## src/rtl/serial_pattern_feeder_pkg.sv

```systemverilog
// Shared definitions for the serial pattern feeder: FSM encoding and counter sizing.
package serial_pattern_feeder_pkg;

  // Two-state controller; kept as plain constants so older flows can reuse the encoding.
  localparam logic [0:0] ST_IDLE  = 1'b0;
  localparam logic [0:0] ST_SHIFT = 1'b1;

  // Bit-counter width: max(1, clog2(width)).
  function automatic int unsigned cnt_width(input int unsigned width);
    int unsigned w;
    w = 1;
    while ((32'd1 << w) < width) begin
      w = w + 1;
    end
    return w;
  endfunction

endpackage

```

## src/rtl/serial_pattern_feeder_if.sv

```systemverilog
// Load handshake and serial output bundle of the serial pattern feeder.
interface serial_pattern_feeder_if #(
  parameter int unsigned WIDTH = 8
);

  logic [WIDTH-1:0] load_data;
  logic             load_valid;
  logic             load_ready;
  logic             out_bit;
  logic             out_valid;
  logic             busy;
  logic             done;

  // Word source / serial consumer side.
  modport master (
    output load_data,
    output load_valid,
    input  load_ready,
    input  out_bit,
    input  out_valid,
    input  busy,
    input  done
  );

  // Feeder side.
  modport slave (
    input  load_data,
    input  load_valid,
    output load_ready,
    output out_bit,
    output out_valid,
    output busy,
    output done
  );

endinterface

```

## src/rtl/serial_pattern_feeder.sv

```systemverilog
// Serializes parallel words, one bit per clock, onto a detector's serial input.
// A new word may be accepted while the last bit of the current one is on the line,
// giving a gapless stream across word boundaries.
module serial_pattern_feeder
  import serial_pattern_feeder_pkg::*;
#(
  parameter int unsigned WIDTH      = 8,
  parameter bit          MSB_FIRST  = 1'b1,
  parameter bit          IDLE_LEVEL = 1'b0
) (
  input  logic                    clk,
  input  logic                    reset,
  serial_pattern_feeder_if.slave  bus
);

  localparam int unsigned      CNT_W    = cnt_width(WIDTH);
  localparam logic [CNT_W-1:0] CNT_LAST = CNT_W'(WIDTH - 1);
  localparam logic [CNT_W-1:0] CNT_ONE  = CNT_W'(1);

  logic [0:0]       state_q, state_d;
  logic [WIDTH-1:0] sreg_q, sreg_d;
  logic [CNT_W-1:0] cnt_q, cnt_d;
  logic             out_bit_q, out_bit_d;
  logic             out_valid_q, out_valid_d;
  logic             busy_q, busy_d;
  logic             done_q, done_d;

  logic             load_ready;
  logic             accept;
  logic             last_bit;

  // bit_cnt==0 means the last bit is on the line, so the next word can slot in behind it.
  assign load_ready = (state_q == ST_IDLE) || (cnt_q == '0);
  assign accept     = bus.load_valid && load_ready;
  assign last_bit   = (state_q == ST_SHIFT) && (cnt_q == '0);

  assign bus.load_ready = load_ready;
  assign bus.out_bit    = out_bit_q;
  assign bus.out_valid  = out_valid_q;
  assign bus.busy       = busy_q;
  assign bus.done       = done_q;

  // Next-state: load on accept, otherwise shift the next bit out or fall back to idle.
  always_comb begin
    state_d     = state_q;
    sreg_d      = sreg_q;
    cnt_d       = cnt_q;
    out_bit_d   = out_bit_q;
    out_valid_d = out_valid_q;
    busy_d      = busy_q;
    done_d      = last_bit;

    if (accept) begin
      // The shift register keeps only the bits still to be sent, next one at the output end.
      if (MSB_FIRST) begin
        out_bit_d = bus.load_data[WIDTH-1];
        sreg_d    = bus.load_data << 1;
      end else begin
        out_bit_d = bus.load_data[0];
        sreg_d    = bus.load_data >> 1;
      end
      cnt_d       = CNT_LAST;
      out_valid_d = 1'b1;
      busy_d      = 1'b1;
      state_d     = ST_SHIFT;
    end else if (state_q == ST_SHIFT) begin
      if (cnt_q != '0) begin
        if (MSB_FIRST) begin
          out_bit_d = sreg_q[WIDTH-1];
          sreg_d    = sreg_q << 1;
        end else begin
          out_bit_d = sreg_q[0];
          sreg_d    = sreg_q >> 1;
        end
        cnt_d = cnt_q - CNT_ONE;
      end else begin
        out_bit_d   = IDLE_LEVEL;
        out_valid_d = 1'b0;
        busy_d      = 1'b0;
        sreg_d      = '0;
        cnt_d       = '0;
        state_d     = ST_IDLE;
      end
    end
  end

  // State and output registers; reset discards any partial word without a done pulse.
  always_ff @(posedge clk or negedge reset) begin
    if (!reset) begin
      state_q     <= ST_IDLE;
      sreg_q      <= '0;
      cnt_q       <= '0;
      out_bit_q   <= IDLE_LEVEL;
      out_valid_q <= 1'b0;
      busy_q      <= 1'b0;
      done_q      <= 1'b0;
    end else begin
      state_q     <= state_d;
      sreg_q      <= sreg_d;
      cnt_q       <= cnt_d;
      out_bit_q   <= out_bit_d;
      out_valid_q <= out_valid_d;
      busy_q      <= busy_d;
      done_q      <= done_d;
    end
  end

endmodule

```

## src/flat_wrapper.sv

```systemverilog
// flat-port wrapper written by rule: the top's interface ports become plain ports
module serial_pattern_feeder_flat import serial_pattern_feeder_pkg::*;
#(
  parameter int unsigned WIDTH      = 8,
  parameter bit          MSB_FIRST  = 1'b1,
  parameter bit          IDLE_LEVEL = 1'b0
)
  (clk, reset, bus_load_data, bus_load_valid, bus_load_ready, bus_out_bit, bus_out_valid, bus_busy, bus_done);
  serial_pattern_feeder_if #(.WIDTH(WIDTH)) bus_i ();
  input  logic clk;
  input  logic reset;
  input wire logic [$bits(bus_i.load_data)-1:0] bus_load_data;
  input wire logic [$bits(bus_i.load_valid)-1:0] bus_load_valid;
  output wire logic [$bits(bus_i.load_ready)-1:0] bus_load_ready;
  output wire logic [$bits(bus_i.out_bit)-1:0] bus_out_bit;
  output wire logic [$bits(bus_i.out_valid)-1:0] bus_out_valid;
  output wire logic [$bits(bus_i.busy)-1:0] bus_busy;
  output wire logic [$bits(bus_i.done)-1:0] bus_done;
  assign bus_i.load_data = bus_load_data;
  assign bus_i.load_valid = bus_load_valid;
  assign bus_load_ready = bus_i.load_ready;
  assign bus_out_bit = bus_i.out_bit;
  assign bus_out_valid = bus_i.out_valid;
  assign bus_busy = bus_i.busy;
  assign bus_done = bus_i.done;
  serial_pattern_feeder #(.WIDTH(WIDTH), .MSB_FIRST(MSB_FIRST), .IDLE_LEVEL(IDLE_LEVEL)) u_core (.clk(clk), .reset(reset), .bus(bus_i));
endmodule
```

## config.mk

```make
export PLATFORM = sky130hd
export DESIGN_NAME = serial_pattern_feeder_flat
export DESIGN_NICKNAME = d
export VERILOG_FILES = /design/src/rtl/serial_pattern_feeder_pkg.sv /design/src/rtl/serial_pattern_feeder_if.sv /design/src/rtl/serial_pattern_feeder.sv /design/src/flat_wrapper.sv
export SDC_FILE = /design/constraint.sdc
export NUM_CORES = 1
export LEC_CHECK = 0
export CORE_MARGIN = 5
export CORE_UTILIZATION = 51
export DETAILED_ROUTE_END_ITERATION = 16
export GPL_TIMING_DRIVEN = 0
export PLACE_DENSITY = 0.8
export SYNTH_ARGS = -nofsm -noshare
export SYNTH_HDL_FRONTEND = slang
export SYNTH_SLANG_ARGS = --single-unit
```

## constraint.sdc

```tcl
create_clock -name clk -period 2.03 [get_ports clk]
set_input_delay 0.5075 -clock clk [delete_from_list [all_inputs] [get_ports clk]]
set_output_delay 0.5075 -clock clk [all_outputs]
set_load 0.1 [all_outputs]
```

==> metrics.cfg, run 1 <==
[status]
status=finished, final reports clean

[yosys]
syn_area_um2=737
syn_area_per_cell_um2=10.2
yosysSeqAreaShare=0.475
synth_fp_nets=83
netlist_instances=72
ys_ff_latch=14
yosysUniqueCellTypes=20
synth_warnings=0

[route]
vias_per_cell=6.13
wl_per_cell_um=15.6
num_vias=644
drt_pass1_iterations=4
wl_um=1640
drc=0
ant_nets=0
drtIter0Drc=13

[place]
finalWeightedCongestion=0.803
hpwlAfterDp_um=1150
io_buffer_count=15
dp_worst_setup_slack_ns=-0.397
placed_area_um2=920

[sta]
final_max_slew_viol_count=0
setup_viol=0
worst_slew_pin_slew_ns=0.951
slew-limit-headroom=0.368
period_share=0.966
clock_skew_ns=0.000631
setup_ws_ns=0.0681
holdWs_ns=0.577
layout_min_cycle_time_ns=1.96
clock.fmax_ghz=0.510
rsz0062_at_grt=false
hold_viol_final=0

[cells_and_area]
n_antenna_cell=0
design_area_um2=935
layout-drive-gt1-share=0.111
area_growth_pct=26.8
fin_nets=103

[critical_path]
max_stage_delay_ns=0.82
path_delay_family=buffers and inverters
cp.required_ns=1.52
startpoint_type=flip-flop
cp-end-kind=primary output
arrival_ns=1.45
cp_max_fo=2
cp_cell_sequence=clkdlybuf4s15_1
crit_buf_inv=1
path_class=flip-flop to primary output
cp_slowest_cell=clkdlybuf4s15_1

[grt]
antenna_found_initial=0
grt_usage=0.173
grt_max_degree=15
grt_pass1_vias=605
gr-total-overflow=0
grt_pass1_wl_um=2720

[clocking]
clk_path_buf_depth=2
postCtsSetupBuffers=0
h-tree-depth=1
cts_root_buf=clkbuf_4
tritoncts=built
clk_latency_ns=0.28
clkSlewWorstSetupHoldPaths_ns=0.08
cts.sinks=14
numCtsBuffers=3

[min_path]
holdCritPathClass=flip-flop to flip-flop

[die]
start_util=0.553
row_count=13
dieHeight_um=48.0
io_pins=16
die_area_um2=2310
core_um2=1330
die_x_um=48.0

[power]
ir_drop_uv=830
leakagePower_nw=0.432
p_per_area_nw_per_um2=1620

[flow_run]
maxCapViolCount=0

-- registers in the layout, summed over array words and instances, names as in the netlist --
| register | flops |
|---|---|
| u_core.sreg_q | 7 |
| u_core.bus.out_bit | 1 |
| u_core.state_q | 1 |
| u_core.bus.out_valid | 1 |
| u_core.bus.done | 1 |
| u_core.cnt_q | 3 |
-- synthesized netlist by cell type (all sizes together) --
cell	number	share of area
or4b	1	0.014
inv	10	0.051
mux2i	8	0.11
xor2	1	0.012
buf	3	0.024
o311ai	7	0.083
o21ai	2	0.014
or3	1	0.0085
nor2	4	0.020
a22oi	1	0.010
nand2	1	0.0051
o31ai	2	0.020
nand2b	1	0.0085
o221ai	7	0.083
clkbuf	5	0.025
o22ai	1	0.0085
a32oi	1	0.012
a31oi	2	0.017
dfrtp	14	0.48
-- tightest hold or removal path, stage by stage, from the launching register on --
cell and delay (ns):
dfrtp_1 0.41, nor2_1 0.09, a31oi_1 0.04
-- where the power goes --
part           total [mW]  switching [mW]  internal [mW]
logic               0.850           0.605          0.245
clock network       0.158          0.0897         0.0688
registers           0.504           0.109          0.395
-- kinds of logic (layout without fill, tap and decap cells) --
kind of cell           Yosys count  count (layout)  synth area share
AO/OA/AOI/OAI                   23              23             0.248
XOR/XNOR                         1               1            0.0119
buffers and inverters           18              36             0.100
flip-flops                      14              14             0.475
multiplexers                     8               8             0.109
AND/OR/NAND/NOR                  8               8            0.0560
-- metal layers --
layer | track usage | up-vias | wire (µm)
met5 | 0 | - | 0
met3 | 0.0338 | 6 | 112
li1 | - | 309 | -
met2 | 0.253 | 21 | 724
met4 | 0.0699 | 0 | 23
met1 | 0.248 | 308 | 777
-- per-stage QoR --
step / TNS, ns / util / total power, mW / instances
floorplan: 0 / - / 1.17 / 72
global placement: -0.478 / 0.689 / 1.37 / 102
detailed placement: -0.483 / 0.689 / 1.38 / 102
CTS: 0 / 0.702 / 1.50 / 105
global route: 0 / 0.701 / 1.60 / 105
finish: 0 / 0.701 / 1.51 / 105
-- layout make-up --
class	instances	area, µm²
plain buffers	8	36.3
clock buffers	3	22.5
fillers	105	399
inverters	10	37.5
multi-input cells	40	327
flip-flops and latches	14	350
well taps	15	18.8
repair buffers	15	143
-- cells in the final DEF, fill, tap and decap left out, types with 2 or more instances in the layout --
master,instances
o221ai_1,7
o311ai_0,7
buf_2,2
o21ai_0,2
clkbuf_4,4
dfrtp_1,14
a31oi_1,2
clkbuf_1,5
nor2_1,4
clkdlybuf4s50_1,10
inv_1,10
mux2i_1,8
-- final timing paths --
path / start / endpoint / slack, ns / cells after the start
worst max register to register: u_core.cnt_q[0]$_DFFE_PN0P_ / u_core.sreg_q[7]$_DFFE_PN0P_ / 0.53 / 3
worst max-delay path: u_core.bus.out_bit$_DFFE_PN0P_ / bus_out_bit / 0.07 / 1
worst min-delay path: u_core.bus.out_valid$_DFFE_PN0P_ / u_core.bus.out_valid$_DFFE_PN0P_ / 0.58 / 2
max in group asynchronous: reset / u_core.bus.out_valid$_DFFE_PN0P_ / 1.01 / 1
min in group asynchronous: reset / u_core.sreg_q[6]$_DFFE_PN0P_ / 0.61 / 1
worst min register to register: u_core.bus.out_valid$_DFFE_PN0P_ / u_core.bus.out_valid$_DFFE_PN0P_ / 0.58 / 2
-- repair_timing --
item / CTS / global route
resized for setup: 12 / 3
hold buffers: 0 / 0
setup endpoints to repair: 5 / 3
No activity file was read; power rests on OpenSTA's default activity.
==> inputs of run 2 (changes only) <==
--- a/config.mk
+++ b/config.mk
@@ -5,11 +5,12 @@
 export SDC_FILE = /design/constraint.sdc
 export NUM_CORES = 1
 export LEC_CHECK = 0
+export ABC_CLOCK_PERIOD_IN_PS = 2029
 export CORE_MARGIN = 5
-export CORE_UTILIZATION = 51
+export CORE_UTILIZATION = 50
 export DETAILED_ROUTE_END_ITERATION = 16
 export GPL_TIMING_DRIVEN = 0
-export PLACE_DENSITY = 0.8
+export PLACE_DENSITY = 0.79
 export SYNTH_ARGS = -nofsm -noshare
 export SYNTH_HDL_FRONTEND = slang
 export SYNTH_SLANG_ARGS = --single-unit
==> metrics.cfg, run 2 (same netlist as run 1, synthesis figures left out) <==
[critical_path]
regToRegStartpoint=u_core.cnt_q[0]$_DFFE_PN0P_
r2r_cells=3
max_stage_delay_ns=0.85
cp.required_ns=1.52
ff2ff_setup_slack_ns=0.56
reg2reg_to=u_core.sreg_q[2]$_DFFE_PN0P_
path_delay_family=buffers and inverters
startpoint_type=flip-flop
cp_cell_sequence=dlygate4sd2_1
cp-end-kind=primary output
cp_max_fo=1
arrival_ns=1.45
crit_buf_inv=1
path_class=flip-flop to primary output
cp_slowest_cell=dlygate4sd2_1

[die]
row_count=13
die_x_um=48.4
die_area_um2=2340
start_util=0.546
io_pins=16
core_um2=1350
dieHeight_um=48.4

[power]
finalPower_mw=1.56
p_per_area_nw_per_um2=1650
ir_drop_uv=1040
leakagePower_nw=0.440

[clocking]
clk_path_buf_depth=2
tritoncts=built
clk_latency_ns=0.28
cts_root_buf=clkbuf_4
ctsHoldBuffers=0
clkSlewWorstSetupHoldPaths_ns=0.08
cts.sinks=14
numCtsBuffers=3
postCtsResizedCells=13
h-tree-depth=1
postCtsSetupBuffers=0

[route]
ant_nets=0
wl_um=1660
drt_pass1_iterations=4
wl_per_cell_um=15.7
num_vias=647
drtIter0Drc=18
vias_per_cell=6.10
drc=0

[sta]
clock.fmax_ghz=0.510
period_share=0.965
layout_min_cycle_time_ns=1.96
clock_skew_ns=0.00123
hold_viol_final=0
setup_viol=0
worst_slew_pin_slew_ns=0.953
setup_tns_ns=0
rsz0062_at_grt=false
setup_ws_ns=0.0708
holdWs_ns=0.579
slew-limit-headroom=0.367
final_max_slew_viol_count=0

[cells_and_area]
top_register=u_core.sreg_q
layout_commonest_cell=dfrtp_1
layout-drive-gt1-share=0.121
fin_nets=103
n_antenna_cell=0
final_util=0.703
area_growth_pct=28.7
layout.cells.non_filler=106
largestRegisters=u_core.sreg_q x7, u_core.cnt_q x3
design_area_um2=948
final_cell_mix=14 x dfrtp_1, 10 x inv_1, 10 x clkdlybuf4s50_1, 8 x mux2i_1
largest_reg_flops=7

[place]
hpwlAfterDp_um=1120
finalWeightedCongestion=0.795
io_buffer_count=15
dp_worst_setup_slack_ns=-0.399
dp_cells=102
placed_area_um2=920

[min_path]
min_from=u_core.bus.out_valid$_DFFE_PN0P_
whs_endpoint=u_core.bus.out_valid$_DFFE_PN0P_
whs_path_depth=2
holdCritPathClass=flip-flop to flip-flop

[grt]
grtUsageMet1=0.211
antenna_found_initial=0
grt_max_degree=15
use_met2=0.239
grt_pass1_wl_um=2990
use_met3=0.0336
grt_pass1_vias=643
gr-total-overflow=0
top_usage_layer=met2
grt_usage=0.155

[status]
status=finished, final reports clean

[flow_run]
maxCapViolCount=0

[run 2: changes by cell type in the layout (fill, tap and decap cells not counted), sizes merged]
cell,previous run,this run
buf,3,4
[run 2: report_power, final]
group	leakage (nW)	switching, mW	total (mW)	internal (mW)
combinational	0.242	0.613	0.859	0.247
sequential	0.177	0.106	0.501	0.395
clock	0.0210	0.0913	0.200	0.109
[run 2: how the worst max path moves through the flow]
stage / startpoint / to / slack [ns] / depth (start not counted)
2_1_floorplan: u_core.cnt_q[0]$_DFFE_PN0P_ / bus_load_ready / 0.16 / 1
3_3_place_gp: u_core.cnt_q[0]$_DFFE_PN0P_ / bus_load_ready / -0.41 / 2
3_5_place_dp: u_core.cnt_q[0]$_DFFE_PN0P_ / bus_load_ready / -0.40 / 2
4_1_cts: u_core.bus.out_valid$_DFFE_PN0P_ / bus_busy / 0.005 / 1
5_1_grt: u_core.bus.out_bit$_DFFE_PN0P_ / bus_out_bit / 0.004 / 1
6_report: u_core.bus.done$_DFF_PN0_ / bus_done / 0.07 / 1
[run 2: final cells by class]
cell class / instances / area, µm²
well taps: 15 / 18.8
clock buffers: 4 / 36.3
multi-input cells: 40 / 327
repair buffers: 15 / 143
inverters: 10 / 37.5
flip-flops and latches: 14 / 350
fillers: 99 / 402
plain buffers: 8 / 36.3
[run 2: routing by layer]
layer  up-vias  part of all wire
met1       317              0.48
met5         -                 0
li1        308                 -
met2        20              0.46
met3         2             0.052
met4         0            0.0078
==> inputs of run 3 (changes only) <==
--- a/config.mk
+++ b/config.mk
@@ -6,6 +6,7 @@
 export NUM_CORES = 1
 export LEC_CHECK = 0
 export ABC_CLOCK_PERIOD_IN_PS = 2029
+export CAP_MARGIN = 20
 export CORE_MARGIN = 5
 export CORE_UTILIZATION = 50
 export DETAILED_ROUTE_END_ITERATION = 16
==> results of run 3 <==
Same layout as run 2: the final DEF is identical, and so are final timing and power.
